[src/rtl/logic_flags_pipe_if.sv]
// -----------------------------------------------------------------------------
// logic_flags_pipe_if
//   Handshake bundle between a producer/consumer and logic_flags_pipe.
//
//   Input side  : in_valid, in_ready, a, b, op
//   Output side : out_valid, out_ready, result, zero, negative, carry, overflow
//
//   Valid/ready semantics (both sides): a transfer happens at a rising clock
//   edge where valid and ready are both 1. The sender holds its payload and
//   valid stable until that edge. Ready never depends combinationally on the
//   valid of the same side.
//
//   Modports:
//     master : the testbench or surrounding logic (drives operands, out_ready)
//     slave  : logic_flags_pipe itself
// -----------------------------------------------------------------------------
interface logic_flags_pipe_if #(
   parameter int WIDTH = 4
);
   logic             in_valid;
   logic             in_ready;
   logic [WIDTH-1:0] a;
   logic [WIDTH-1:0] b;
   logic [1:0]       op;
   logic             out_valid;
   logic             out_ready;
   logic [WIDTH-1:0] result;
   logic             zero;
   logic             negative;
   logic             carry;
   logic             overflow;

   modport master (
      output in_valid, a, b, op, out_ready,
      input  in_ready, out_valid, result, zero, negative, carry, overflow
   );

   modport slave (
      input  in_valid, a, b, op, out_ready,
      output in_ready, out_valid, result, zero, negative, carry, overflow
   );
endinterface

[src/rtl/logic_flags_pipe.sv]
// -----------------------------------------------------------------------------
// logic_flags_pipe
//   One-stage registered logic unit (AND / OR / XOR / NOT A) with status
//   flags, a sticky zero flag and a modulo counter of accepted operations.
//
//   Parameters:
//     WIDTH  operand/result width (2..32)
//     CNT_W  width of the accepted-operation counter (1..16)
//
//   Ports:
//     clk          single clock, rising edge
//     rst          synchronous, active-high reset
//     bus          logic_flags_pipe_if.slave (operands in, result/flags out)
//     sticky_clr   clears sticky_zero (an accepted zero result wins)
//     sticky_zero  set by any accepted zero result, held until cleared
//     op_count     number of accepted bundles modulo 2^CNT_W
//     state_dbg    current FSM state (0 = EMPTY, 1 = FULL)
//
//   op encoding: 00 AND, 01 OR, 10 XOR, 11 NOT A (b ignored).
//   carry and overflow are always 0 for these logic operations; they are kept
//   as registered outputs so the flag set matches the arithmetic units.
// -----------------------------------------------------------------------------
module logic_flags_pipe #(
   parameter int WIDTH = 4,
   parameter int CNT_W = 8
) (
   input  logic                 clk,
   input  logic                 rst,
   logic_flags_pipe_if.slave    bus,
   input  logic                 sticky_clr,
   output logic                 sticky_zero,
   output logic [CNT_W-1:0]     op_count,
   output logic                 state_dbg
);

   typedef enum logic {
      EMPTY = 1'b0,
      FULL  = 1'b1
   } state_t;

   localparam logic [1:0] OP_AND  = 2'b00;
   localparam logic [1:0] OP_OR   = 2'b01;
   localparam logic [1:0] OP_XOR  = 2'b10;
   localparam logic [1:0] OP_NOTA = 2'b11;

   state_t           state;
   logic             out_valid_q;
   logic [WIDTH-1:0] result_q;
   logic             zero_q;
   logic             negative_q;
   logic             carry_q;
   logic             overflow_q;
   logic             sticky_q;
   logic [CNT_W-1:0] count_q;

   logic             in_ready_c;
   logic             accept;
   logic             deliver;
   logic [WIDTH-1:0] calc;
   logic             calc_zero;

   // The stage can take a new bundle when it is empty or when the held
   // result leaves in this same cycle. in_valid is deliberately absent here.
   assign in_ready_c = !rst && ((state == EMPTY) || bus.out_ready);
   assign accept     = bus.in_valid && in_ready_c;
   assign deliver    = out_valid_q && bus.out_ready;

   always_comb begin
      calc = '0;
      case (bus.op)
         OP_AND:  calc = bus.a & bus.b;
         OP_OR:   calc = bus.a | bus.b;
         OP_XOR:  calc = bus.a ^ bus.b;
         OP_NOTA: calc = ~bus.a;
         default: calc = '0;
      endcase
   end

   // Flags look only at the WIDTH-bit value that is actually loaded.
   assign calc_zero = (calc == '0);

   always_ff @(posedge clk) begin
      if (rst) begin
         state       <= EMPTY;
         out_valid_q <= 1'b0;
         result_q    <= '0;
         zero_q      <= 1'b0;
         negative_q  <= 1'b0;
         carry_q     <= 1'b0;
         overflow_q  <= 1'b0;
         sticky_q    <= 1'b0;
         count_q     <= '0;
      end else begin
         case (state)
            EMPTY: begin
               if (accept) begin
                  state       <= FULL;
                  out_valid_q <= 1'b1;
               end
            end
            FULL: begin
               // Simultaneous deliver and accept keeps the stage full with
               // the new result.
               if (deliver && !accept) begin
                  state       <= EMPTY;
                  out_valid_q <= 1'b0;
               end
            end
            default: begin
               state       <= EMPTY;
               out_valid_q <= 1'b0;
            end
         endcase

         if (accept) begin
            result_q   <= calc;
            zero_q     <= calc_zero;
            negative_q <= calc[WIDTH-1];
            carry_q    <= 1'b0;
            overflow_q <= 1'b0;
            count_q    <= count_q + CNT_W'(1);
         end

         // Set has priority over clear.
         if (accept && calc_zero) begin
            sticky_q <= 1'b1;
         end else if (sticky_clr) begin
            sticky_q <= 1'b0;
         end
      end
   end

   assign bus.in_ready  = in_ready_c;
   assign bus.out_valid = out_valid_q;
   assign bus.result    = result_q;
   assign bus.zero      = zero_q;
   assign bus.negative  = negative_q;
   assign bus.carry     = carry_q;
   assign bus.overflow  = overflow_q;
   assign sticky_zero   = sticky_q;
   assign op_count      = count_q;
   assign state_dbg     = state;

endmodule

[src/flat_wrapper.sv]
// flat-port wrapper written by rule: the top's interface ports become plain ports
module logic_flags_pipe_flat 
#(
   parameter int WIDTH = 4,
   parameter int CNT_W = 8
)
  (clk, rst, sticky_clr, sticky_zero, op_count, state_dbg, bus_in_valid, bus_a, bus_b, bus_op, bus_out_ready, bus_in_ready, bus_out_valid, bus_result, bus_zero, bus_negative, bus_carry, bus_overflow);
  logic_flags_pipe_if #(.WIDTH(WIDTH)) bus_i ();
  input  logic clk;
  input  logic rst;
  input  logic sticky_clr;
  output logic sticky_zero;
  output logic [CNT_W-1:0] op_count;
  output logic state_dbg;
  input wire logic [$bits(bus_i.in_valid)-1:0] bus_in_valid;
  input wire logic [$bits(bus_i.a)-1:0] bus_a;
  input wire logic [$bits(bus_i.b)-1:0] bus_b;
  input wire logic [$bits(bus_i.op)-1:0] bus_op;
  input wire logic [$bits(bus_i.out_ready)-1:0] bus_out_ready;
  output wire logic [$bits(bus_i.in_ready)-1:0] bus_in_ready;
  output wire logic [$bits(bus_i.out_valid)-1:0] bus_out_valid;
  output wire logic [$bits(bus_i.result)-1:0] bus_result;
  output wire logic [$bits(bus_i.zero)-1:0] bus_zero;
  output wire logic [$bits(bus_i.negative)-1:0] bus_negative;
  output wire logic [$bits(bus_i.carry)-1:0] bus_carry;
  output wire logic [$bits(bus_i.overflow)-1:0] bus_overflow;
  assign bus_i.in_valid = bus_in_valid;
  assign bus_i.a = bus_a;
  assign bus_i.b = bus_b;
  assign bus_i.op = bus_op;
  assign bus_i.out_ready = bus_out_ready;
  assign bus_in_ready = bus_i.in_ready;
  assign bus_out_valid = bus_i.out_valid;
  assign bus_result = bus_i.result;
  assign bus_zero = bus_i.zero;
  assign bus_negative = bus_i.negative;
  assign bus_carry = bus_i.carry;
  assign bus_overflow = bus_i.overflow;
  logic_flags_pipe #(.WIDTH(WIDTH), .CNT_W(CNT_W)) u_core (.clk(clk), .rst(rst), .bus(bus_i), .sticky_clr(sticky_clr), .sticky_zero(sticky_zero), .op_count(op_count), .state_dbg(state_dbg));
endmodule
[config.mk]
export PLATFORM = sky130hd
export DESIGN_NAME = logic_flags_pipe_flat
export DESIGN_NICKNAME = d
export VERILOG_FILES = /design/src/rtl/logic_flags_pipe_if.sv /design/src/rtl/logic_flags_pipe.sv /design/src/flat_wrapper.sv
export SDC_FILE = /design/constraint.sdc
export NUM_CORES = 1
export LEC_CHECK = 0
export CAP_MARGIN = 25
export CELL_PAD_IN_SITES_DETAIL_PLACEMENT = 0
export CELL_PAD_IN_SITES_GLOBAL_PLACEMENT = 1
export CORE_UTILIZATION = 30
export CTS_BUF_LIST = sky130_fd_sc_hd__clkbuf_8
export CTS_CLUSTER_SIZE = 16
export DETAILED_ROUTE_END_ITERATION = 6
export HOLD_SLACK_MARGIN = 0.1
export PLACE_DENSITY = 0.78
export SYNTH_ARGS = -nofsm -noshare
export SYNTH_HDL_FRONTEND = slang
export SYNTH_SLANG_ARGS = --single-unit
export TNS_END_PERCENT = 30
[constraint.sdc]
create_clock -name clk -period 1.6 [get_ports clk]
set_clock_uncertainty 0.1 [all_clocks]
set_input_delay 0.32 -clock clk [delete_from_list [all_inputs] [get_ports clk]]
set_output_delay 0.32 -clock clk [all_outputs]
set_load 0.02 [all_outputs]
# Word-level counts from Yosys, hierarchy flattened
# Index checks and enable logic that the tools add are counted.
# word_totals
ff_bits	17
# op_classes
n_addsub	1
n_eq_ne	5
mux	9
bitwise_logic	5
n_reduce_logical	12
# ops
op	count
$pmux W4 S4	1
$add A8 B1 Y8 const B	1
$mux W1	6
$logic_and A1 B1 Y1	5
$and A4 B4 Y4	1
$eq A2 B2 Y1 const B	2
$logic_not A4 Y1	1
$not A4 Y4	1
$or A4 B4 Y4	1
$pmux W1 S2	2
$xor A4 B4 Y4	1
$eq A2 B1 Y1 const B	1
$logic_not A1 Y1	2
$logic_not A2 Y1	1
$ne A2 B1 Y1 const B	1
$ne A2 B2 Y1 const B	1
$reduce_and A2 Y1	1
$reduce_bool A2 Y1	1
$logic_or A1 B1 Y1	1
$not A1 Y1	1

# Longest topological paths before layout
# Gate-level depths: netlist (run 1).
# depth
word_depth	8
mapped_depth	6

# Least setup slack after synthesis (run 1)
# No wires, ideal clock.
# synth_path
path_type	register to register
start	reg u_core.state (netlist: u_core.state_dbg)
end	reg u_core.count_q[7] (netlist: u_core.op_count[7])
setup_time_ns	0.070
t_arrival_ns	1.667
required_ns	1.430
path_slack_ns	-0.237
path_stages_with_launch	5
path_buffers	0
period_less_slack_ns	1.837
cell_sequence	dfxtp_1 nor2b_4 or4b_4 or4_1 a21oi_1
# synth_between
elab_chain_cells	4
# synth_lines
element	line_no	source
start: declaration	logic_flags_pipe.sv:46	state_t state;
start signal: assignment	logic_flags_pipe.sv:84	state <= EMPTY;
start signal: assignment	logic_flags_pipe.sv:97	state <= FULL;
start signal: assignment	logic_flags_pipe.sv:105	state <= EMPTY;
$not A1 Y1	logic_flags_pipe.sv:64	assign in_ready_c = !rst && ((state == EMPTY) || bus.out_ready);
$logic_or A1 B1 Y1	logic_flags_pipe.sv:64	
$logic_and A1 B1 Y1	logic_flags_pipe.sv:64	
$logic_and A1 B1 Y1	logic_flags_pipe.sv:65	assign accept = bus.in_valid && in_ready_c;
end signal: assignment	logic_flags_pipe.sv:121	count_q <= count_q + CNT_W'(1);
end: declaration	logic_flags_pipe.sv:54	logic [CNT_W-1:0] count_q;
# Every way passes these cells.
# A chain may end at the register's enable or synchronous reset.

# Worst setup path in the final report (run 1)
# Same ends and word-level chain as after synthesis.

==> metrics.yaml, run 1 <==
outcome:
  status: "finished with violations"
  violations: "setup timing"
cts:
  cts_root_buffer: "clkbuf_8"
  ctsHoldBuffers: 0
  cts_buffers: 3
  clk_path_buf_depth: 2
  clk_pin_slew_ns: 0.06
  cts_sinks: 16
  cts_max_level: 1
  insertion_delay_ns: 0.25
  cts_tree: "yes"
  cts_setup_buffers: 0
floorplan:
  dieArea_mm2: 0.00347
  ios: 35
  core-area_mm2: 0.00305
  start_util_pct: 31.8
  die-height_um: 58.9
  die_x_um: 58.9
  rows: 20
flow_run:
  maxCapViolations: 0
layout:
  layout_common_cells: "dlygate4sd2_1 (26), buf_4 (24), inv_1 (17)"
  design_area_mm2: 0.00155
  drive_above_1_share_pct: 28.4
  area_growth_pct: 59.5
  multi_input_area_um2: 583
  regArea_um2: 327
  diodes: 0
  layout_commonest_cell: "dlygate4sd2_1"
  fillerInstances: 305
  final_nets: 187
  layout.cells.non_filler: 206
critical_path:
  reg2reg_from: "u_core.state_dbg"
  worst-path-max-fanout: 3
  required_ns: 1.68
  critPathArrivalTime_ns: 1.80
  crit_path_end_kind: "register"
  critPathKind: "reg -> reg"
  crit_path_start_kind: "register"
  startpoint: "u_core.state_dbg"
logic_synthesis:
  syn_avg_cell_area_um2: 8.99
  synth_cells: 108
  synth-edff-count: 0
  synthesis.area_um2: 971
  synth-seq-cells: 16
  yosysWarnings: 0
  yosys_most_used_dff: "dfxtp_1"
  yosysSeqAreaShare_pct: 33.0
  synthDistinctLibCells: 31
  async_flop_share_pct: 0
drt:
  vias: 901
  drtIter0Drc: 18
  totalWireLength_um: 2120
  viasPerCell: 4.37
  ant_nets: 0
  wl_per_cell_um: 10.3
  drtPass1Iterations: 4
  drc: 0
grt:
  grt_pass1_vias: 899
  grt_usage_pct: 13.0
  grt-ovfl-total: 0
  grt_max_degree: 21
  antenna_found_initial: 0
  grt_pass1_wl_um: 3470
sta:
  hold_viol: 0
  slew_violations: 0
  setup_viol: 2
  fin_crit_ns: 1.71
  fin_crit_sh_pct: 107
  layout_setup_ws_ns: -0.114
  fmax_mhz: 584
  rsz0062_at_grt: "yes"
power_and_ir_drop:
  irDropWorstVdd_v: 0.000247
  fin_total_pwr_mw: 1.01
  power.leakage_nw: 0.781
  power.density_mw_per_mm2: 654
hold_path:
  min_path_type: "reg -> reg"
  worstHoldStart: "u_core.sticky_zero"
placement:
  placed_area_mm2: 0.00150
  port_buffers: 32
  gp_congestion: 0.784
  placed_cells: 202
  hpwl_um: 1780
## per-stage QoR
step | worst slack (ns) | utilization (%) | setup TNS, ns | hold WS, ns
6_report | -0.114 | 50.7 | -0.132 | 0.346
5_1_grt | -0.146 | 50.7 | -0.313 | 0.371
4_1_cts | -0.139 | 50.4 | -0.218 | 0.350
3_5_place_dp | -0.658 | 49.1 | -6.35 | 0.346
3_3_place_gp | -0.573 | 49.1 | -5.85 | 0.357
2_1_floorplan | -0.162 | - | -0.322 | 0.396
## critical path, stage by stage (launching register included)
cell and delay, ns:
dfxtp_4 0.34, nor2b_4 0.12, or4b_4 0.52, or4_4 0.43, a21oi_2 0.14
## cell families after synthesis
kind of cell / count (synthesis) / synth area share (%)
and+or+nand+nor: 36 / 22.8
buffers and inverters: 24 / 10.6
DFF: 16 / 33.0
AOI/OAI and AO/OA: 12 / 6.57
adders and majority gates: 9 / 11.6
muxes: 6 / 11.5
xor gates and xnor gates: 4 / 3.61
other: 1 / 0.386
## state kept, by name, indices dropped and copies added, names as in the netlist
| name | flops |
|---|---|
| u_core.sticky_zero | 1 |
| u_core.bus.zero | 1 |
| u_core.op_count | 8 |
| u_core.state_dbg | 1 |
| u_core.bus.result | 4 |
| u_core.bus.out_valid | 1 |
## where the power goes
part           switching [mW]  internal [mW]  total [mW]
Combinational           0.109          0.120       0.229
Clock                   0.134          0.218       0.352
Sequential             0.0145          0.417       0.432
## synthesized netlist by cell type (3+ instances only)
cell	number	area, um2
dfxtp_1	16	320
nand3b_1	6	45.0
o21ai_0	7	35.0
a21oi_1	3	15.0
nand2_1	6	22.5
clkbuf_1	3	11.3
mux4_2	4	90.1
buf_4	3	22.5
nor2_1	8	30.0
ha_1	9	113
inv_1	17	63.8
## per-layer routing
metal  vias up  track usage (%)  wire [um]
met3         0             2.86        122
li1        464                -          -
met5         -                0          0
met1       414             12.8        836
met2        23             26.0       1160
met4         0             4.76          0
## path summary, 6_finish.rpt
| path | end | cells past startpoint | slack (ns) |
|---|---|---|---|
| hold reg to reg | u_core.sticky_zero | 2 | 0.35 |
| setup reg to reg | u_core.op_count[7] | 4 | -0.11 |
| hold / removal | u_core.sticky_zero | 2 | 0.35 |
| setup / recovery | u_core.op_count[7] | 4 | -0.11 |
## what timing repair did
action	in CTS	in global routing
resized for setup	41	4
pin swaps	7	3
hold endpoints to repair	0	0
setup endpoints to repair	32	6
## area by class of cell
class / instances / area share, %
Clock buffer: 4 / 3.55
Inverter: 17 / 4.12
Multi-Input combinational cell: 69 / 37.6
Sequential cell: 16 / 21.1
Tap cell: 44 / 3.55
Timing Repair Buffer: 56 / 30.0
Note: power is estimated with default switching activity, not from simulation.
==> run 2, diff against run 1 <==
MAX_ROUTING_LAYER = met4   (was unset)
==> run 2 against run 1 <==
The flow still finishes with violations (setup timing). Register-to-register slack about the same. Sequential power about the same. Critical path depth unchanged. Clock-buffer cell count unchanged. Final cell count unchanged. Non-clock buffer count unchanged. Setup slack unchanged.
==> metrics.yaml, run 2 (synthesized netlist as in run 1, its figures left out) <==
outcome:
  status: "finished with violations"  # unchanged
  violations: "setup timing"  # unchanged
cts:
  cts_root_buffer: "clkbuf_8"  # unchanged
  cts_sinks: 16  # unchanged
  clk_path_buf_depth: 2  # unchanged
  cts_tree: "yes"  # unchanged
  cts_setup_buffers: 0  # unchanged
  cts_max_level: 1  # unchanged
  ctsHoldBuffers: 0  # unchanged
  insertion_delay_ns: 0.25  # about the same
  cts_buffers: 3  # unchanged
  clk_pin_slew_ns: 0.06  # about the same
critical_path:
  startpoint: "u_core.state_dbg"  # unchanged
  critPathArrivalTime_ns: 1.80  # about the same
  cp-endpoint: "u_core.op_count[7]"  # unchanged
  reg2reg_to: "u_core.op_count[7]"  # unchanged
  crit_path_end_kind: "register"  # unchanged
  worstRegToRegCells: 4  # unchanged
  r2r_setup_slack_ns: -0.11  # about the same
  required_ns: 1.68  # about the same
  crit_path_start_kind: "register"  # unchanged
  critPathKind: "reg -> reg"  # unchanged
  reg2reg_from: "u_core.state_dbg"  # unchanged
  worst-path-max-fanout: 3  # unchanged
layout:
  largest_reg_flops: 8  # unchanged
  layout.cells.non_filler: 206  # unchanged
  layout_commonest_cell: "dlygate4sd2_1"  # unchanged
  drive_above_1_share_pct: 28.4  # unchanged
  area_growth_pct: 59.5  # unchanged
  final_nets: 187  # unchanged
  postLayoutCoreUtil_pct: 50.7  # unchanged
  diodes: 0  # unchanged
  design_area_mm2: 0.00155  # unchanged
  layout_common_cells: "dlygate4sd2_1 (26), buf_4 (24), inv_1 (17)"  # unchanged
grt:
  antenna_found_initial: 0  # unchanged
  grt_max_degree: 21  # unchanged
  grt_pass1_wl_um: 3480  # was 3470 um
  grt_usage_pct: 13.4  # was 13.0%
  grt_pass1_vias: 898  # was 899
  grt-ovfl-total: 0  # unchanged
placement:
  port_buffers: 32  # unchanged
  gp_congestion: 0.795  # was 0.784
  hpwl_um: 1780  # unchanged
  placed_cells: 202  # unchanged
  placed_area_mm2: 0.00150  # unchanged
sta:
  fmax_mhz: 584  # unchanged
  hold_viol: 0  # unchanged
  rsz0062_at_grt: "yes"  # unchanged
  slew_violations: 0  # unchanged
  layout_setup_ws_ns: -0.114  # unchanged
  setup_viol: 2  # unchanged
  fin_crit_sh_pct: 107  # unchanged
  fin_crit_ns: 1.71  # unchanged
  holdWs_ns: 0.346  # unchanged
power_and_ir_drop:
  p_clk_share_pct: 34.7  # about the same
  power.density_mw_per_mm2: 654  # about the same
  switchingPower_mw: 0.258  # was 0.257 mW
  p_int_mw: 0.756  # about the same
  irDropWorstVdd_v: 0.000247  # about the same
  seqPwrFrac_pct: 42.6  # about the same
  power.leakage_nw: 0.781  # unchanged
  switching_share_pct: 25.4  # about the same
  p_comb_share_pct: 22.7  # was 22.6%
  fin_total_pwr_mw: 1.01  # about the same
floorplan:
  die_x_um: 58.9  # unchanged
  core-area_mm2: 0.00305  # unchanged
  ios: 35  # unchanged
  rows: 20  # unchanged
  dieArea_mm2: 0.00347  # unchanged
  start_util_pct: 31.8  # unchanged
  die-height_um: 58.9  # unchanged
drt:
  drc: 0  # unchanged
  drtIter0Drc: 18  # unchanged
  totalWireLength_um: 2120  # unchanged
  ant_nets: 0  # unchanged
  viasPerCell: 4.37  # unchanged
  vias: 901  # unchanged
  drtPass1Iterations: 4  # unchanged
  wl_per_cell_um: 10.3  # unchanged
hold_path:
  min_path_type: "reg -> reg"  # unchanged
flow_run:
  maxCapViolations: 0  # unchanged
==> run 2: cell counts in the layout (fill, tap and decap cells not counted) <==
No cell type changed its count.
==> run 2: stage by stage <==
stage | worst slack [ns] | TNS [ns]
after floorplan | -0.162 | -0.322
after global placement | -0.573 | -5.85
after detailed placement | -0.658 | -6.35
after CTS | -0.139 | -0.218
after global routing | -0.146 | -0.313
final | -0.114 | -0.132
==> run 2: worst max-delay path, cell delays in order, from the launching register on <==
cell and delay, ns:
dfxtp_4 0.34, nor2b_4 0.12, or4b_4 0.52, or4_4 0.43, a21oi_2 0.14
==> run 2: cell type report <==
cell class | instances | area [um2]
well taps | 44 | 55.1
inverters | 17 | 63.8
clock buffers | 4 | 55.1
flip-flops and latches | 16 | 327
fillers | 305 | 1500
multi-input cells | 69 | 583
repair buffers | 56 | 465
==> run 2: worst min-delay path by stage <==
stage	slack [ns]	start	cells past startpoint	to
2_1_floorplan	0.40	sticky_clr	3	u_core.sticky_zero
3_3_place_gp	0.36	u_core.sticky_zero	2	u_core.sticky_zero
3_5_place_dp	0.35	u_core.sticky_zero	2	u_core.sticky_zero
4_1_cts	0.35	u_core.sticky_zero	2	u_core.sticky_zero
5_1_grt	0.37	u_core.sticky_zero	2	u_core.sticky_zero
6_report	0.35	u_core.sticky_zero	2	u_core.sticky_zero
==> run 2: power groups by stage <==
stage          Sequential, mW  Clock, mW  Combinational (mW)
3_3_place_gp            0.441          0               0.250
5_1_grt                 0.435      0.386               0.252
4_1_cts                 0.433      0.365               0.233
2_1_floorplan           0.464          0              0.0996
3_5_place_dp            0.442          0               0.258
6_report                0.432      0.352               0.230
==> run 2: metal layers <==
| metal | global-route usage [%] | wire length (um) | vias to the layer above |
|---|---|---|---|
| met2 | 26.0 | 1160 | 23 |
| met4 | 4.76 | 0 | 0 |
| li1 | - | - | 464 |
| met5 | - | 0 | - |
| met3 | 2.42 | 117 | 0 |
| met1 | 13.1 | 841 | 414 |
==> run 2: what timing repair did <==
action,in CTS,in global routing
endpoints found under the setup margin,32,6
gates cloned,0,0
gates resized for setup,41,4
endpoints found under the hold margin,0,0
pin swaps,7,3
==> run 3, diff against run 2 <==
CAP_MARGIN = unset   (was 25)
==> results of run 3 <==
No change in the layout: final DEF, timing and power equal those of run 2.
